## src/rtl/cpu_control_unit.sv

```systemverilog
// -----------------------------------------------------------------------------
// cpu_control_unit
//   Fetch/decode/execute sequencer for the 4-bit CPU. It drives the 16x4
//   register memory (address, read/write enables, write data), consumes its
//   combinational read data as opcodes, operands and load data, and holds
//   PC, IR, operand register, accumulator and the C/Z flags.
//
// Ports
//   clk_i          system clock
//   reset_i        synchronous, active-high reset
//   mem_addr_o     address to register memory
//   mem_read_en_o  read enable (data valid in the same cycle)
//   mem_write_en_o write enable (commits at next posedge)
//   mem_data_o     write data to memory
//   mem_data_i     combinational read data from memory
//   in_data_i      external input port, sampled by IN
//   out_data_o     output port, loaded by OUT
//   out_valid_o    one-cycle pulse when out_data_o is updated
//   carry_o        C flag
//   zero_o         Z flag
//
// Optional build macro CTRL_HALT_EN adds:
//   halt_i         hold the sequencer in FETCH without fetching
//   halted_o       high while a fetch is being held off
// -----------------------------------------------------------------------------
module cpu_control_unit #(
   parameter int DATA_WIDTH = 4,
   parameter int ADDR_WIDTH = 4
) (
   input  logic                  clk_i,
   input  logic                  reset_i,
`ifdef CTRL_HALT_EN
   input  logic                  halt_i,
   output logic                  halted_o,
`endif
   output logic [ADDR_WIDTH-1:0] mem_addr_o,
   output logic                  mem_read_en_o,
   output logic                  mem_write_en_o,
   output logic [DATA_WIDTH-1:0] mem_data_o,
   input  logic [DATA_WIDTH-1:0] mem_data_i,
   input  logic [DATA_WIDTH-1:0] in_data_i,
   output logic [DATA_WIDTH-1:0] out_data_o,
   output logic                  out_valid_o,
   output logic                  carry_o,
   output logic                  zero_o
);

   typedef enum logic [1:0] {S_FETCH, S_OPERAND, S_EXEC} state_t;

   typedef enum logic [3:0] {
      OP_NOP = 4'h0, OP_XOR = 4'h1, OP_AND = 4'h2, OP_OR  = 4'h3,
      OP_ADD = 4'h4, OP_INC = 4'h5, OP_DEC = 4'h6, OP_SUB = 4'h7,
      OP_JMP = 4'h8, OP_JZ  = 4'h9, OP_JC  = 4'hA, OP_LD  = 4'hB,
      OP_ST  = 4'hC, OP_IN  = 4'hD, OP_OUT = 4'hE, OP_LDI = 4'hF
   } opcode_t;

   state_t                r_state;
   logic [ADDR_WIDTH-1:0] r_pc;
   logic [DATA_WIDTH-1:0] r_ir;
   logic [DATA_WIDTH-1:0] r_opr;
   logic [DATA_WIDTH-1:0] r_acc;
   logic [DATA_WIDTH-1:0] r_out_data;
   logic                  r_out_valid;
   logic                  r_c;
   logic                  r_z;

   opcode_t               w_op;
   logic                  w_fetch_go;
   logic [DATA_WIDTH-1:0] w_b;
   logic [DATA_WIDTH:0]   w_sum;
   logic [DATA_WIDTH:0]   w_diff;
   logic [DATA_WIDTH-1:0] w_res;
   logic                  w_c_new;
   logic                  w_acc_we;

   function automatic logic has_operand(input opcode_t op);
      case (op)
         OP_XOR, OP_AND, OP_OR, OP_ADD, OP_SUB, OP_JMP, OP_JZ, OP_JC,
         OP_LD, OP_ST, OP_LDI: has_operand = 1'b1;
         default:              has_operand = 1'b0;
      endcase
   endfunction

   assign w_op = opcode_t'(r_ir[3:0]);

`ifdef CTRL_HALT_EN
   assign w_fetch_go = ~halt_i;
   assign halted_o   = (r_state == S_FETCH) && halt_i && !reset_i;
`else
   assign w_fetch_go = 1'b1;
`endif

   // Memory interface: purely a function of the current state so that the
   // read data comes back within the same cycle.
   always_comb begin
      // NOTE: every output gets a default first so no path leaves it unassigned (no latch).
      mem_addr_o     = '0;
      mem_read_en_o  = 1'b0;
      mem_write_en_o = 1'b0;
      mem_data_o     = '0;
      case (r_state)
         S_FETCH: begin
            if (w_fetch_go) begin
               mem_addr_o    = r_pc;
               mem_read_en_o = 1'b1;
            end
         end
         S_OPERAND: begin
            mem_addr_o    = r_pc;
            mem_read_en_o = 1'b1;
         end
         S_EXEC: begin
            case (w_op)
               OP_XOR, OP_AND, OP_OR, OP_ADD, OP_SUB, OP_LD: begin
                  mem_addr_o    = r_opr[ADDR_WIDTH-1:0];
                  mem_read_en_o = 1'b1;
               end
               OP_ST: begin
                  mem_addr_o     = r_opr[ADDR_WIDTH-1:0];
                  mem_write_en_o = 1'b1;
                  mem_data_o     = r_acc;
               end
               default: ;
            endcase
         end
         default: ;
      endcase
      // Reset aborts whatever is in flight, including a pending store.
      if (reset_i) begin
         mem_addr_o     = '0;
         mem_read_en_o  = 1'b0;
         mem_write_en_o = 1'b0;
         mem_data_o     = '0;
      end
   end

   // ALU: the second operand is memory data, or the constant 1 for INC/DEC.
   // The extra top bit of sum/difference is carry out or borrow.
   always_comb begin
      w_b      = (w_op == OP_INC || w_op == OP_DEC) ? DATA_WIDTH'(1) : mem_data_i;
      w_sum    = {1'b0, r_acc} + {1'b0, w_b};
      w_diff   = {1'b0, r_acc} - {1'b0, w_b};
      w_res    = r_acc;
      w_c_new  = r_c;
      w_acc_we = 1'b0;
      case (w_op)
         OP_XOR:         begin w_res = r_acc ^ w_b; w_c_new = 1'b0; w_acc_we = 1'b1; end
         OP_AND:         begin w_res = r_acc & w_b; w_c_new = 1'b0; w_acc_we = 1'b1; end
         OP_OR:          begin w_res = r_acc | w_b; w_c_new = 1'b0; w_acc_we = 1'b1; end
         OP_ADD, OP_INC: begin
            w_res    = w_sum[DATA_WIDTH-1:0];
            w_c_new  = w_sum[DATA_WIDTH];
            w_acc_we = 1'b1;
         end
         OP_SUB, OP_DEC: begin
            w_res    = w_diff[DATA_WIDTH-1:0];
            w_c_new  = w_diff[DATA_WIDTH];
            w_acc_we = 1'b1;
         end
         OP_LD:          begin w_res = w_b;       w_acc_we = 1'b1; end
         OP_LDI:         begin w_res = r_opr;     w_acc_we = 1'b1; end
         OP_IN:          begin w_res = in_data_i; w_acc_we = 1'b1; end
         default: ;
      endcase
   end

   always_ff @(posedge clk_i) begin
      // NOTE: state registers use non-blocking assignments so every register samples pre-edge values.
      if (reset_i) begin
         r_state     <= S_FETCH;
         r_pc        <= '0;
         r_ir        <= '0;
         r_opr       <= '0;
         r_acc       <= '0;
         r_out_data  <= '0;
         r_out_valid <= 1'b0;
         r_c         <= 1'b0;
         r_z         <= 1'b0;
      end else begin
         r_out_valid <= 1'b0;
         case (r_state)
            S_FETCH: begin
               if (w_fetch_go) begin
                  r_ir    <= mem_data_i;
                  r_pc    <= r_pc + ADDR_WIDTH'(1);
                  r_state <= has_operand(opcode_t'(mem_data_i[3:0])) ? S_OPERAND : S_EXEC;
               end
            end
            S_OPERAND: begin
               r_opr   <= mem_data_i;
               r_pc    <= r_pc + ADDR_WIDTH'(1);
               r_state <= S_EXEC;
            end
            S_EXEC: begin
               if (w_acc_we) begin
                  r_acc <= w_res;
                  r_c   <= w_c_new;
                  r_z   <= (w_res == '0);
               end
               case (w_op)
                  OP_JMP: r_pc <= r_opr[ADDR_WIDTH-1:0];
                  OP_JZ:  if (r_z) r_pc <= r_opr[ADDR_WIDTH-1:0];
                  OP_JC:  if (r_c) r_pc <= r_opr[ADDR_WIDTH-1:0];
                  OP_OUT: begin
                     r_out_data  <= r_acc;
                     r_out_valid <= 1'b1;
                  end
                  default: ;
               endcase
               r_state <= S_FETCH;
            end
            default: r_state <= S_FETCH;
         endcase
      end
   end

   assign out_data_o  = r_out_data;
   assign out_valid_o = r_out_valid;
   assign carry_o     = r_c;
   assign zero_o      = r_z;

endmodule

```

## config.mk

```make
export PLATFORM = sky130hd
export DESIGN_NAME = cpu_control_unit
export DESIGN_NICKNAME = d
export VERILOG_FILES = /design/src/rtl/cpu_control_unit.sv
export SDC_FILE = /design/constraint.sdc
export NUM_CORES = 1
export LEC_CHECK = 0
export ABC_AREA = 1
export CAP_MARGIN = 20
export CORE_MARGIN = 2
export CORE_UTILIZATION = 55
export DETAILED_ROUTE_END_ITERATION = 10
export GPL_ROUTABILITY_DRIVEN = 1
export HOLD_SLACK_MARGIN = 0.03
export PLACE_DENSITY = 0.81
export SLEW_MARGIN = 40
export SYNTH_ARGS = -nofsm -noshare
export SYNTH_HDL_FRONTEND = slang
export SYNTH_SLANG_ARGS = --single-unit
```

## constraint.sdc

```tcl
create_clock -name clk_i -period 3.2 [get_ports clk_i]
set_clock_uncertainty 0.2 [all_clocks]
set_input_delay 0.64 -clock clk_i [delete_from_list [all_inputs] [get_ports clk_i]]
set_output_delay 0.64 -clock clk_i [all_outputs]
set_load 0.02 [all_outputs]
```

== Word level (Yosys, flattened, before mapping) ==
Memories as Yosys holds them, arrays and structs flattened.
Index checks and enable logic that the tools add are counted.

* Add/subtract/negate cells: 3
* Equal/unequal tests: 20
* Muxes and demuxes: 25
* Bitwise gates (word level): 4
* Reductions and logical operators: 17

{| class="wikitable"
|+ Operators with widths
! operator !! count
|-
| $eq 4x4->1 const B || 8
|-
| $mux 4 || 8
|-
| $pmux 4 s8 || 1
|-
| $eq 4x3->1 const B || 4
|-
| $pmux 4 s2 || 2
|-
| $pmux 4 s3 || 1
|-
| $reduce_or 10->1 || 1
|-
| $mux 1 || 9
|-
| $eq 4x2->1 const B || 2
|-
| $reduce_or 2->1 || 4
|-
| $reduce_or 7->1 || 1
|-
| $ne 3x3->1 const B || 2
|-
| $reduce_or 6->1 || 1
|-
| $add 4x4->5 || 1
|-
| $sub 4x4->5 || 1
|-
| $add 4x1->4 const B || 1
|-
| $and 4x4->4 || 1
|-
| $eq 4x1->1 const B || 1
|-
| $logic_not 4->1 || 1
|-
| $ne 4x2->1 const B || 1
|-
| $or 4x4->4 || 1
|-
| $pmux 2 s2 || 1
|-
| $reduce_and 2->1 || 2
|-
| $reduce_and 4->1 || 1
|-
| 13 further kinds || 13
|}

* Bits in registers: 25
* Bits in read-only memories: 16
* Bits of input ports: 10
* Output and inout port bits: 17
* Memories: 1

{| class="wikitable"
|+ Memories
! memory !! depth !! bits a word !! read ports !! clocked after Yosys merged registers in !! write ports !! line !! text
|-
| (name not given) || 16 || 1 || 1 || 0 || 0 || 77 || <nowiki>case (op)</nowiki>
|}

== Longest topological paths before layout ==
Gate-level depths: netlist (run 1).

* Depth in word-level cells: 6
* Gate-level depth with buffers: 20
* Depth with buffers taken out: 19

== Least setup slack after synthesis (run 1) ==
Ideal clock, no wire load.

* Path type: in2out
* Start point: input port reset_i
* End point: output port mem_data_o[0]
* Arrival time: 1.848 ns
* Slack: 0.512 ns
* Cell stages on the path: 4
* Buffers on the path: 1
* Cell sequence: buf_4 > nor3_1 > inv_1 > nor2_1

* Cells in the longest elaborated chain, start to end: 1

{| class="wikitable"
|+ Ends and longest elaborated chain
! item !! line !! text
|-
| start: declaration || 31 || <nowiki>input logic reset_i,</nowiki>
|-
| $mux 4 || 129 || <nowiki>if (reset_i) begin</nowiki>
|-
| end: declaration || 39 || <nowiki>output logic [DATA_WIDTH-1:0] mem_data_o,</nowiki>
|}

No other way between the ends.

== Final worst setup path (run 1) ==
* Start point: register r_ir[1]
* End point: output port mem_addr_o[3]

* Cells in the longest elaborated chain, start to end: 5

{| class="wikitable"
|+ Ends and longest elaborated chain
! item !! line !! text
|-
| start: declaration || 59 || <nowiki>logic [DATA_WIDTH-1:0] r_ir;</nowiki>
|-
| start signal: assignment || 184 || <nowiki>r_ir <= mem_data_i;</nowiki>
|-
| $eq 4x4->1, or another cell as far along || 113 || <nowiki>case (w_op)</nowiki>
|-
| $reduce_or 7->1 (no source line) * || n/a ||
|-
| $mux 4 * || 113 ||
|-
| $pmux 4 s2 * || 101 || <nowiki>case (r_state)</nowiki>
|-
| $mux 4 * || 129 ||
|-
| end: declaration || 36 || <nowiki>output logic [ADDR_WIDTH-1:0] mem_addr_o,</nowiki>
|}

Every way passes the cells marked *; elsewhere a longest branch is shown, timed or not.

==> out/qor.txt, run 1 <==
Post-synth EDFFs: 0
Reg2reg start: r_ir[1]
Crit path DAT: 2240 ps
Share of layout cells above drive strength 1: 9.816%
Seq pwr share: 46.0%
FF+latch area: 516.7 µm²
Root Driver: clkbuf_4
WHS: 322.7 ps
Max-cap viol count: 0
Tightest Hold Check Type: reg -> reg
Finish-stage setup viols: 0
Int Power: 0.0005016 W
Die width: 63.38 µm
Combinational Power Share: 36.4%
Crit path max-delay family: buffers and inverters
Final net count: 353
# IOs: 27
Syn Nets: 326
Bufs on Longest Clock Path: 2
CTS tree: done
Filler cells: 321
Mapped Cells: 300
Power Dens Cells: 370.7 nW/µm²
Netlist cell types: 34
CP max FO: 9
FF-to-FF setup slack: 440 ps
Clock Power Share: 17.6%
Num CTS Buffers: 3
Buffers & Inverters on Critical Path: 2
Fin. Hold Viols: 0
Setup crit end kind: output port
WHS Endpoint: r_pc[0]
Die Ht: 63.38 µm
Worst Reg-to-Reg Cells: 17
R2R Path End: zero_o
Measured slew at the worst slew-check pin: 437.8 ps
Detail Route Antenna Nets: 0
Postcts setup bufs: 0
Number of synthesized register bits: 25
CTS sink count: 25
Total grt overflow: 0
Routed vias/inst: 5.626
Area grow syn2layout: 18.13%
Worst Min Path Start: r_pc[0]
Crit path kind: reg -> out
# port buffers: 26
Leak pwr: 1.091 nW
Initial antenna violation count: 0
Max_slew headroom: 70.44%
Initial Util: 57.66%
Net Sw Frac: 40.94%
Synth Flop Type: dfxtp_1
CTS clk-pin slew, worst paths: 150 ps
Core Rows: 21
RePlAce Congestion: 0.9742
Outcome: finished, final reports clean
Worst vdd ir: 0.1943 mV
Placed wire-length estimate: 3931 µm
Global-route wire length before repair: 8556 µm
Die area: 4017 µm²
Tcrit/Tclk final: 96.14%
Detailed-route DRC error count: 0
Post-synthesis cell area: 1939 µm²
Skew-Pair Late Insertion Delay: 340 ps
Avg WL per Cell: 13.64 µm
Final wirelength: 5075 µm
Crit path cell chain: nand2_2, inv_2, nor2_1, nor2_1, nor3_2, nand2_1, a32oi_1, nor2_1, clkdlybuf4s50_1
Initial drt markers: 150
TritonRoute pass-1 iters: 5
Vias post-DR: 2093
Final min period: 3077 ps
Multi-input logic area: 1235 µm²
Global Route Usage Sum: 26.50%
Peak Freq: 325.0 MHz
Crit-path max cell delay: 610 ps
Worst path required time: 2360 ps
Hold Path Depth: 2
Psw: 0.0003477 W
Core box area: 3363 µm²
Asr flop ratio synth: 0%
Pins over their slew limit: 0
H-tree levels: 1
Vias in the first global route: 1903
Ys Warns: 0
Final Power: 0.0008493 W
Avg Inst Size Synth: 6.465 µm²
Crit start category: register
Antenna Cells: 0
Seq/Total Area, Yosys: 25.81%
Largest net degree at the start of global routing: 21
Most common cell on crit path: nor2_1
Worst path slowest cell: clkdlybuf4s50_1
[worst register-to-register path: cells and delay by family, from the launching register on]
kind,cells,cell delay (ps)
adder cells (fa/ha/maj),2,560
AO/OA/AOI/OAI,1,110
AND/OR/NAND/NOR,11,1150
buffers and inverters,3,240
flip-flops,1,440
[cell families after synthesis]
family          Yosys count  share of synthesized area (%)
compound gates           63                          18.39
fa+ha+maj                16                          11.10
buf+inv                  50                          10.77
flops                    25                          25.81
simple gates            146                          33.94
[synth_stat cells, types with 2 or more instances]
cell type / count / area, µm²
nand2_2: 5 / 31.28
a31oi_1: 2 / 12.51
o21ai_0: 24 / 120.1
dfxtp_1: 25 / 500.5
nand2_1: 65 / 244.0
nor2_1: 45 / 168.9
ha_1: 14 / 175.2
nand4_1: 4 / 25.02
fa_1: 2 / 40.04
clkbuf_1: 3 / 11.26
inv_1: 36 / 135.1
buf_4: 3 / 22.52
a32oi_1: 4 / 35.03
nand3_1: 13 / 65.06
a21oi_2: 2 / 17.52
a21oi_1: 23 / 115.1
o21ai_1: 3 / 15.01
nand3b_1: 4 / 30.03
nor3_1: 3 / 15.01
inv_2: 6 / 22.52
[layer usage]
layer  up-vias  track usage [%]  share of wire (%)
met3         9            3.393                8.0
met2        98            42.89                 44
met4         0            9.239                1.6
li1       1028                -                  -
met1       958            36.22                 46
met5         -                0                  0
[worst max path at each step]
| stage | startpoint | end | depth (start not counted) |
|---|---|---|---|
| final | r_ir[1] | mem_addr_o[3] | 9 |
| after detailed placement | mem_data_i[0] | zero_o | 14 |
| after floorplan | reset_i | mem_data_o[0] | 4 |
| after global routing | r_ir[1] | mem_addr_o[1] | 9 |
| after global placement | mem_data_i[0] | zero_o | 14 |
| after CTS | r_ir[0] | mem_addr_o[2] | 7 |
[sequential cells by signal, summed over array words and instances, names as in the netlist]
signal	cells
r_opr	4
r_pc	4
out_valid_o	1
r_acc	4
carry_o	1
out_data_o	4
r_state	2
r_ir	4
zero_o	1
[power groups by stage]
stage          Sequential, W  Clock (W)  Combinational (W)
2_1_floorplan       0.000370          0           0.000243
3_3_place_gp        0.000393          0           0.000298
3_5_place_dp        0.000393          0           0.000302
4_1_cts             0.000388   0.000157           0.000304
5_1_grt             0.000395   0.000164           0.000347
6_report            0.000391   0.000149           0.000309
[cell usage in the layout (no fill, tap or decap), types with 2 or more instances in the layout]
cell / n
a32oi_1: 4
nand2_1: 65
buf_4: 3
dfxtp_1: 20
dlymetal6s2s_1: 2
inv_1: 36
ha_1: 14
nand4_1: 4
nand2_2: 5
nand3_1: 13
a21oi_1: 23
clkbuf_4: 3
nor3_2: 2
a21oi_2: 2
o21ai_0: 24
fa_1: 2
nor2_1: 45
clkdlybuf4s50_1: 24
inv_2: 6
nand3b_1: 4
dfxtp_4: 4
a31oi_1: 2
o21ai_1: 3
nor3_1: 2
[final cells by class]
| type | instances | area share [%] |
|---|---|---|
| multi-input combinational | 225 | 53.90 |
| sequential | 25 | 22.56 |
| timing repair buffer | 29 | 12.56 |
| inverter | 43 | 7.155 |
| tap | 46 | 2.512 |
| clock buffer | 3 | 0.9831 |
| clock inverter | 1 | 0.3277 |
[per-stage QoR]
stage	setup TNS [ps]	setup slack [ps]	cell area [µm²]	util, %	cells
after floorplan	0	512.2	1939	-	300
after global placement	0	149.4	2235	66.44	368
after detailed placement	0	136.0	2235	66.44	368
after CTS	0	18.13	2268	67.45	372
after global routing	-6.168	-3.124	2291	68.12	372
final	0	123.5	2291	68.12	372
[what timing repair did]
item,CTS,global route
setup endpoints to repair,8,9
hold buffers,0,0
resized for setup,3,9
Note: power is estimated with default switching activity, not from simulation.
==> inputs of run 2 (changes only) <==
--- a/config.mk
+++ b/config.mk
@@ -8,11 +8,11 @@
 export ABC_AREA = 1
 export CAP_MARGIN = 20
 export CORE_MARGIN = 2
-export CORE_UTILIZATION = 55
+export CORE_UTILIZATION = 59
 export DETAILED_ROUTE_END_ITERATION = 10
 export GPL_ROUTABILITY_DRIVEN = 1
 export HOLD_SLACK_MARGIN = 0.03
-export PLACE_DENSITY = 0.81
+export PLACE_DENSITY = 0.86
 export SLEW_MARGIN = 40
 export SYNTH_ARGS = -nofsm -noshare
 export SYNTH_HDL_FRONTEND = slang
==> constraint.sdc (replaced) <==
create_clock -name clk_i -period 3.8 [get_ports clk_i]
set_clock_uncertainty 0.2 [all_clocks]
set_input_delay 0.76 -clock clk_i [delete_from_list [all_inputs] [get_ports clk_i]]
set_output_delay 0.76 -clock clk_i [all_outputs]
set_load 0.02 [all_outputs]
==> run 2 against run 1 <==
Against the previous run: final cell count down 0.81%; largest cell class unchanged; sequential power down 17%; highest routed layer unchanged; register-to-register slack better by 400 ps.
==> out/qor.txt, run 2 (synthesized netlist as in run 1, its figures left out) <==
Outcome: finished, final reports clean
TritonRoute pass-1 iters: 4 (-1)
Filler cells: 277 (-14%)
Worst Min Path Start: carry_o
Die Ht: 61.33 µm (-3.2%)
Peak Freq: 295.7 MHz
Max-cap viol count: 0 (unchanged)
WHS: 303.4 ps (-19.35 ps)
Vias in the first global route: 1715 (-9.9%)
Reg2reg start: r_ir[1]
Placed wire-length estimate: 3744 µm (-4.7%)
Global-route wire length before repair: 7886 µm (-7.8%)
Largest net degree at the start of global routing: 21 (unchanged)
RSZ-0062 raised after global routing: no
Tightest Hold Check Type: reg -> reg
Worst vdd ir: 0.2221 mV (+14%)
Crit path DAT: 2420 ps (+180 ps)
Setup crit end kind: output port
Final net count: 352 (-0.28%)
Antenna Cells: 0 (unchanged)
H-tree levels: 1 (unchanged)
Root Driver: clkbuf_4
CTS tree: done
Fin. Hold Viols: 0 (unchanged)
# port buffers: 26 (unchanged)
Vias post-DR: 1980 (-5.4%)
Crit path kind: reg -> out
CTS sink count: 25 (unchanged)
Postcts setup bufs: 0 (unchanged)
Detail Route Antenna Nets: 0 (unchanged)
RePlAce Congestion: 0.9483 (-2.7%)
Crit start category: register
Detailed-route DRC error count: 0 (unchanged)
Worst Setup SP: r_ir[1]
Avg WL per Cell: 13.05 µm (-4.3%)
Finish-stage setup viols: 0 (unchanged)
Initial drt markers: 178 (+19%)
Final wirelength: 4816 µm (-5.1%)
Tcrit/Tclk final: 89.00%
Die area: 3761 µm² (-6.4%)
Bufs on Longest Clock Path: 2 (unchanged)
CP max FO: 9 (unchanged)
Die width: 61.33 µm (-3.2%)
FF+latch area: 500.5 µm² (-3.1%)
Initial Util: 63.01% (+5.3 points)
Core Rows: 20 (-4.8%)
Skew-Pair Late Insertion Delay: 320 ps (-20 ps)
Area grow syn2layout: 16.26%
# IOs: 27 (unchanged)
Most frequent cells in the layout: 65 x nand2_1, 45 x nor2_1, 36 x inv_1
Commonest non-fill, non-tap cell in the layout: nand2_1
Routed vias/inst: 5.366 (-4.6%)
FF-to-FF setup slack: 840 ps (+400 ps)
Max_slew headroom: 70.25% (-0.19 points)
Setup TNS: 0 ps (unchanged)
Core box area: 3078 µm² (-8.5%)
Num CTS Buffers: 3 (unchanged)
Multi-input logic area: 1230 µm² (-0.40%)
Final min period: 3382 ps
Pins over their slew limit: 0 (unchanged)
Total grt overflow: 0 (unchanged)
Global Route Usage Sum: 28.09% (+1.6 points)
Initial antenna violation count: 0 (unchanged)
CTS clk-pin slew, worst paths: 150 ps (about the same)
Leak pwr: 1.048 nW (-3.9%)
Power Dens Cells: 314.4 nW/µm² (-15%)
Measured slew at the worst slew-check pin: 445.7 ps (+7.839 ps)
Worst path required time: 2840 ps (+480 ps)
Post-CTS Hold Buffers: 0 (unchanged)
CTS resizes: 0 (-3)
Share of layout cells above drive strength 1: 7.692% (-2.1 points)
-- run 2: path summary, 6_finish.rpt --
path / end / depth (start not counted)
min: carry_o / 2
max reg2reg: zero_o / 19
max: mem_addr_o[1] / 9
min reg2reg: carry_o / 2
-- run 2: cell type report --
type                       instances  share of cell area (%)
sequential                        25                   22.20
inverter                          43                   7.270
clock buffer                       3                  0.9989
tap                               44                   2.442
timing repair buffer              28                   12.21
clock inverter                     1                  0.3330
multi-input combinational        225                   54.55
-- run 2: through the flow --
| stage | area (µm²) | instances | utilization (%) | power [W] | setup WS (ps) |
|---|---|---|---|---|---|
| 3_3_place_gp | 2225 | 365 | 72.28 | 0.0005795 | 607.7 |
| 5_1_grt | 2255 | 369 | 73.25 | 0.0007596 | 192.4 |
| 3_5_place_dp | 2225 | 365 | 72.28 | 0.0005839 | 557.7 |
| 4_1_cts | 2255 | 369 | 73.25 | 0.0007058 | 430.9 |
| 2_1_floorplan | 1939 | 300 | - | 0.0005162 | 872.2 |
| 6_report | 2255 | 369 | 73.25 | 0.0007089 | 417.9 |
-- run 2: where the power goes --
part	internal, W	total, W	switching [W]
clock network	0.0000402	0.000124	0.0000837
logic	0.0000939	0.000259	0.000165
registers	0.000286	0.000326	0.0000396
total	0.000420	0.000709	0.000289
-- run 2: critical path: stages (launching register included) --
cell	delay, ps
dfxtp_1	570
nand2_2	170
inv_2	160
nor2_1	60
nor2_1	110
nor3_2	60
nand2_1	140
a32oi_1	120
nor2_1	110
clkdlybuf4s50_1	610
-- run 2: layer usage --
| layer | vias to the layer above | wire, µm | global-route usage [%] |
|---|---|---|---|
| met3 | 4 | 372 | 3.571 |
| met5 | - | 0 | 0 |
| met2 | 80 | 2074 | 44.38 |
| met4 | 0 | 32 | 5.167 |
| met1 | 870 | 2336 | 41.60 |
| li1 | 1026 | - | - |
==> inputs of run 3 (changes only) <==
--- a/config.mk
+++ b/config.mk
@@ -7,12 +7,14 @@
 export LEC_CHECK = 0
 export ABC_AREA = 1
 export CAP_MARGIN = 20
+export CELL_PAD_IN_SITES_DETAIL_PLACEMENT = 0
+export CELL_PAD_IN_SITES_GLOBAL_PLACEMENT = 1
 export CORE_MARGIN = 2
-export CORE_UTILIZATION = 59
+export CORE_UTILIZATION = 41
 export DETAILED_ROUTE_END_ITERATION = 10
 export GPL_ROUTABILITY_DRIVEN = 1
 export HOLD_SLACK_MARGIN = 0.03
-export PLACE_DENSITY = 0.86
+export PLACE_DENSITY_LB_ADDON = 0.25
 export SLEW_MARGIN = 40
 export SYNTH_ARGS = -nofsm -noshare
 export SYNTH_HDL_FRONTEND = slang
==> run 3 against run 2 <==
Against the previous run: global-route usage shrank 6.1 points; combinational power is essentially flat; hold slack gained 11 ps; final cell count grew 2.7%; critical path depth is the same; setup slack gained 36 ps; register-to-register slack is essentially flat; via count shrank 1.2%; count of clock-buffer cells in the layout is the same; flip-flop and latch count is the same; die area grew 41%; critical endpoint is now mem_addr_o[0]; largest power group unchanged; highest routed layer unchanged.
==> out/qor.txt, run 3 (synthesized netlist as in run 1, its figures left out) <==
Outcome: finished, final reports clean
Crit path DAT: 2390 ps (-30 ps)
Worst path slowest cell: clkdlybuf4s50_1
Max_slew headroom: 67.58% (-2.7 points)
Worst Min Path Start: carry_o
# port buffers: 26 (unchanged)
Crit-path max cell delay: 600 ps (about the same)
Tightest Hold Check Type: reg -> reg
Total grt overflow: 0 (unchanged)
Finish-stage setup viols: 0 (unchanged)
Skew-Pair Late Insertion Delay: 280 ps (-40 ps)
CTS resizes: 0 (unchanged)
# IOs: 27 (unchanged)
Final net count: 352 (unchanged)
Final min period: 3346 ps (-36.29 ps)
Worst path required time: 2840 ps (about the same)
Crit path kind: reg -> out
Crit start category: register
TritonRoute pass-1 iters: 4 (unchanged)
Most common cell on crit path: nor2_1
Pins over their slew limit: 0 (unchanged)
Core box area: 4629 µm² (+50%)
Avg WL per Cell: 13.91 µm (+6.6%)
Vias in the first global route: 1886 (+10%)
Commonest non-fill, non-tap cell in the layout: nand2_1
Final wirelength: 5271 µm (+9.4%)
Buffers & Inverters on Critical Path: 2 (unchanged)
Leak pwr: 1.056 nW (+0.74%)
CTS tree: done
Bufs on Longest Clock Path: 2 (unchanged)
RSZ-0062 raised after global routing: no
Core Rows: 25 (+25%)
Share of layout cells above drive strength 1: 7.692% (unchanged)
Root Driver: clkbuf_8
Peak Freq: 298.9 MHz (+1.1%)
Most frequent cells in the layout: 65 x nand2_1, 45 x nor2_1, 36 x inv_1
Worst Setup SP: r_ir[1]
Largest net degree at the start of global routing: 21 (unchanged)
Area grow syn2layout: 17.87%
Final Power: 0.0007526 W (+6.2%)
Power Dens Cells: 329.2 nW/µm² (+4.7%)
Setup crit end kind: output port
Die Ht: 72.78 µm (+19%)
Placed wire-length estimate: 4215 µm (+13%)
WHS: 314.1 ps (+10.76 ps)
Reg2reg start: r_ir[1]
RePlAce Congestion: 0.8595 (-9.4%)
Die area: 5296 µm² (+41%)
Crit path cell chain: nand2_2, inv_2, nor2_1, nor2_1, nor3_2, nand2_1, a32oi_1, nor2_1, clkdlybuf4s50_1
Detail Route Antenna Nets: 0 (unchanged)
Antenna Cells: 0 (unchanged)
Post-CTS Hold Buffers: 0 (unchanged)
Postcts setup bufs: 0 (unchanged)
Initial antenna violation count: 0 (unchanged)
Max-cap viol count: 0 (unchanged)
Crit path max-delay family: buffers and inverters
Vias post-DR: 1957 (-1.2%)
H-tree levels: 1 (unchanged)
Setup TNS: 0 ps (unchanged)
Measured slew at the worst slew-check pin: 485.6 ps (+39.91 ps)
Detailed-route DRC error count: 0 (unchanged)
Global-route wire length before repair: 9080 µm (+15%)
Die width: 72.78 µm (+19%)
CTS clk-pin slew, worst paths: 100 ps (-50 ps)
Global Route Usage Sum: 22.03% (-6.1 points)
CP max FO: 9 (unchanged)
CTS sink count: 25 (unchanged)
Num CTS Buffers: 3 (unchanged)
Initial Util: 41.89% (-21 points)
Initial drt markers: 148 (-17%)
Routed vias/inst: 5.164 (-3.8%)
Fin. Hold Viols: 0 (unchanged)
Worst vdd ir: 0.2131 mV (-4.1%)
Tcrit/Tclk final: 88.05% (-0.96 points)
==> run 3: worst paths after layout <==
path / to / slack [ps] / depth (start not counted)
setup reg to reg: zero_o / 840 / 17
hold / removal: carry_o / 310 / 2
hold reg to reg: carry_o / 310 / 2
setup / recovery: mem_addr_o[0] / 450 / 9
==> run 3: stage by stage <==
step | setup WS [ps] | instance area, µm² | utilization, % | cells
2_1_floorplan | 872.2 | 1939 | - | 300
3_3_place_gp | 538.7 | 2237 | 48.32 | 375
3_5_place_dp | 506.9 | 2237 | 48.32 | 375
4_1_cts | 457.8 | 2286 | 49.38 | 379
5_1_grt | 205.9 | 2286 | 49.38 | 379
6_report | 454.2 | 2286 | 49.38 | 379
==> run 3: report_power, final <==
| part | switching, W | internal, W | total [W] |
|---|---|---|---|
| clock network | 0.0000913 | 0.0000745 | 0.000166 |
| registers | 0.0000412 | 0.000286 | 0.000327 |
| logic | 0.000166 | 0.0000938 | 0.000260 |
| total | 0.000299 | 0.000454 | 0.000753 |
==> run 3: worst min-delay path, stage by stage, from the launching register on <==
cell and delay [ps]:
dfxtp_1 340, nand2_1 80, a21oi_1 60
==> run 3: area by class of cell <==
class | count | area (µm²)
fill | 487 | 2344
multi-input combinational | 225 | 1230
sequential | 25 | 500.5
timing repair buffer | 28 | 275.3
inverter | 43 | 163.9
tap | 54 | 67.56
clock buffer | 3 | 41.29
clock inverter | 1 | 7.507
==> run 3: metal layers <==
metal	GRT usage, %	vias up	part of all wire [%]
met2	35.96	40	49
met4	7.202	0	1.6
met5	0	-	0
met3	3.729	9	2.8
met1	29.50	881	47
li1	-	1027	-
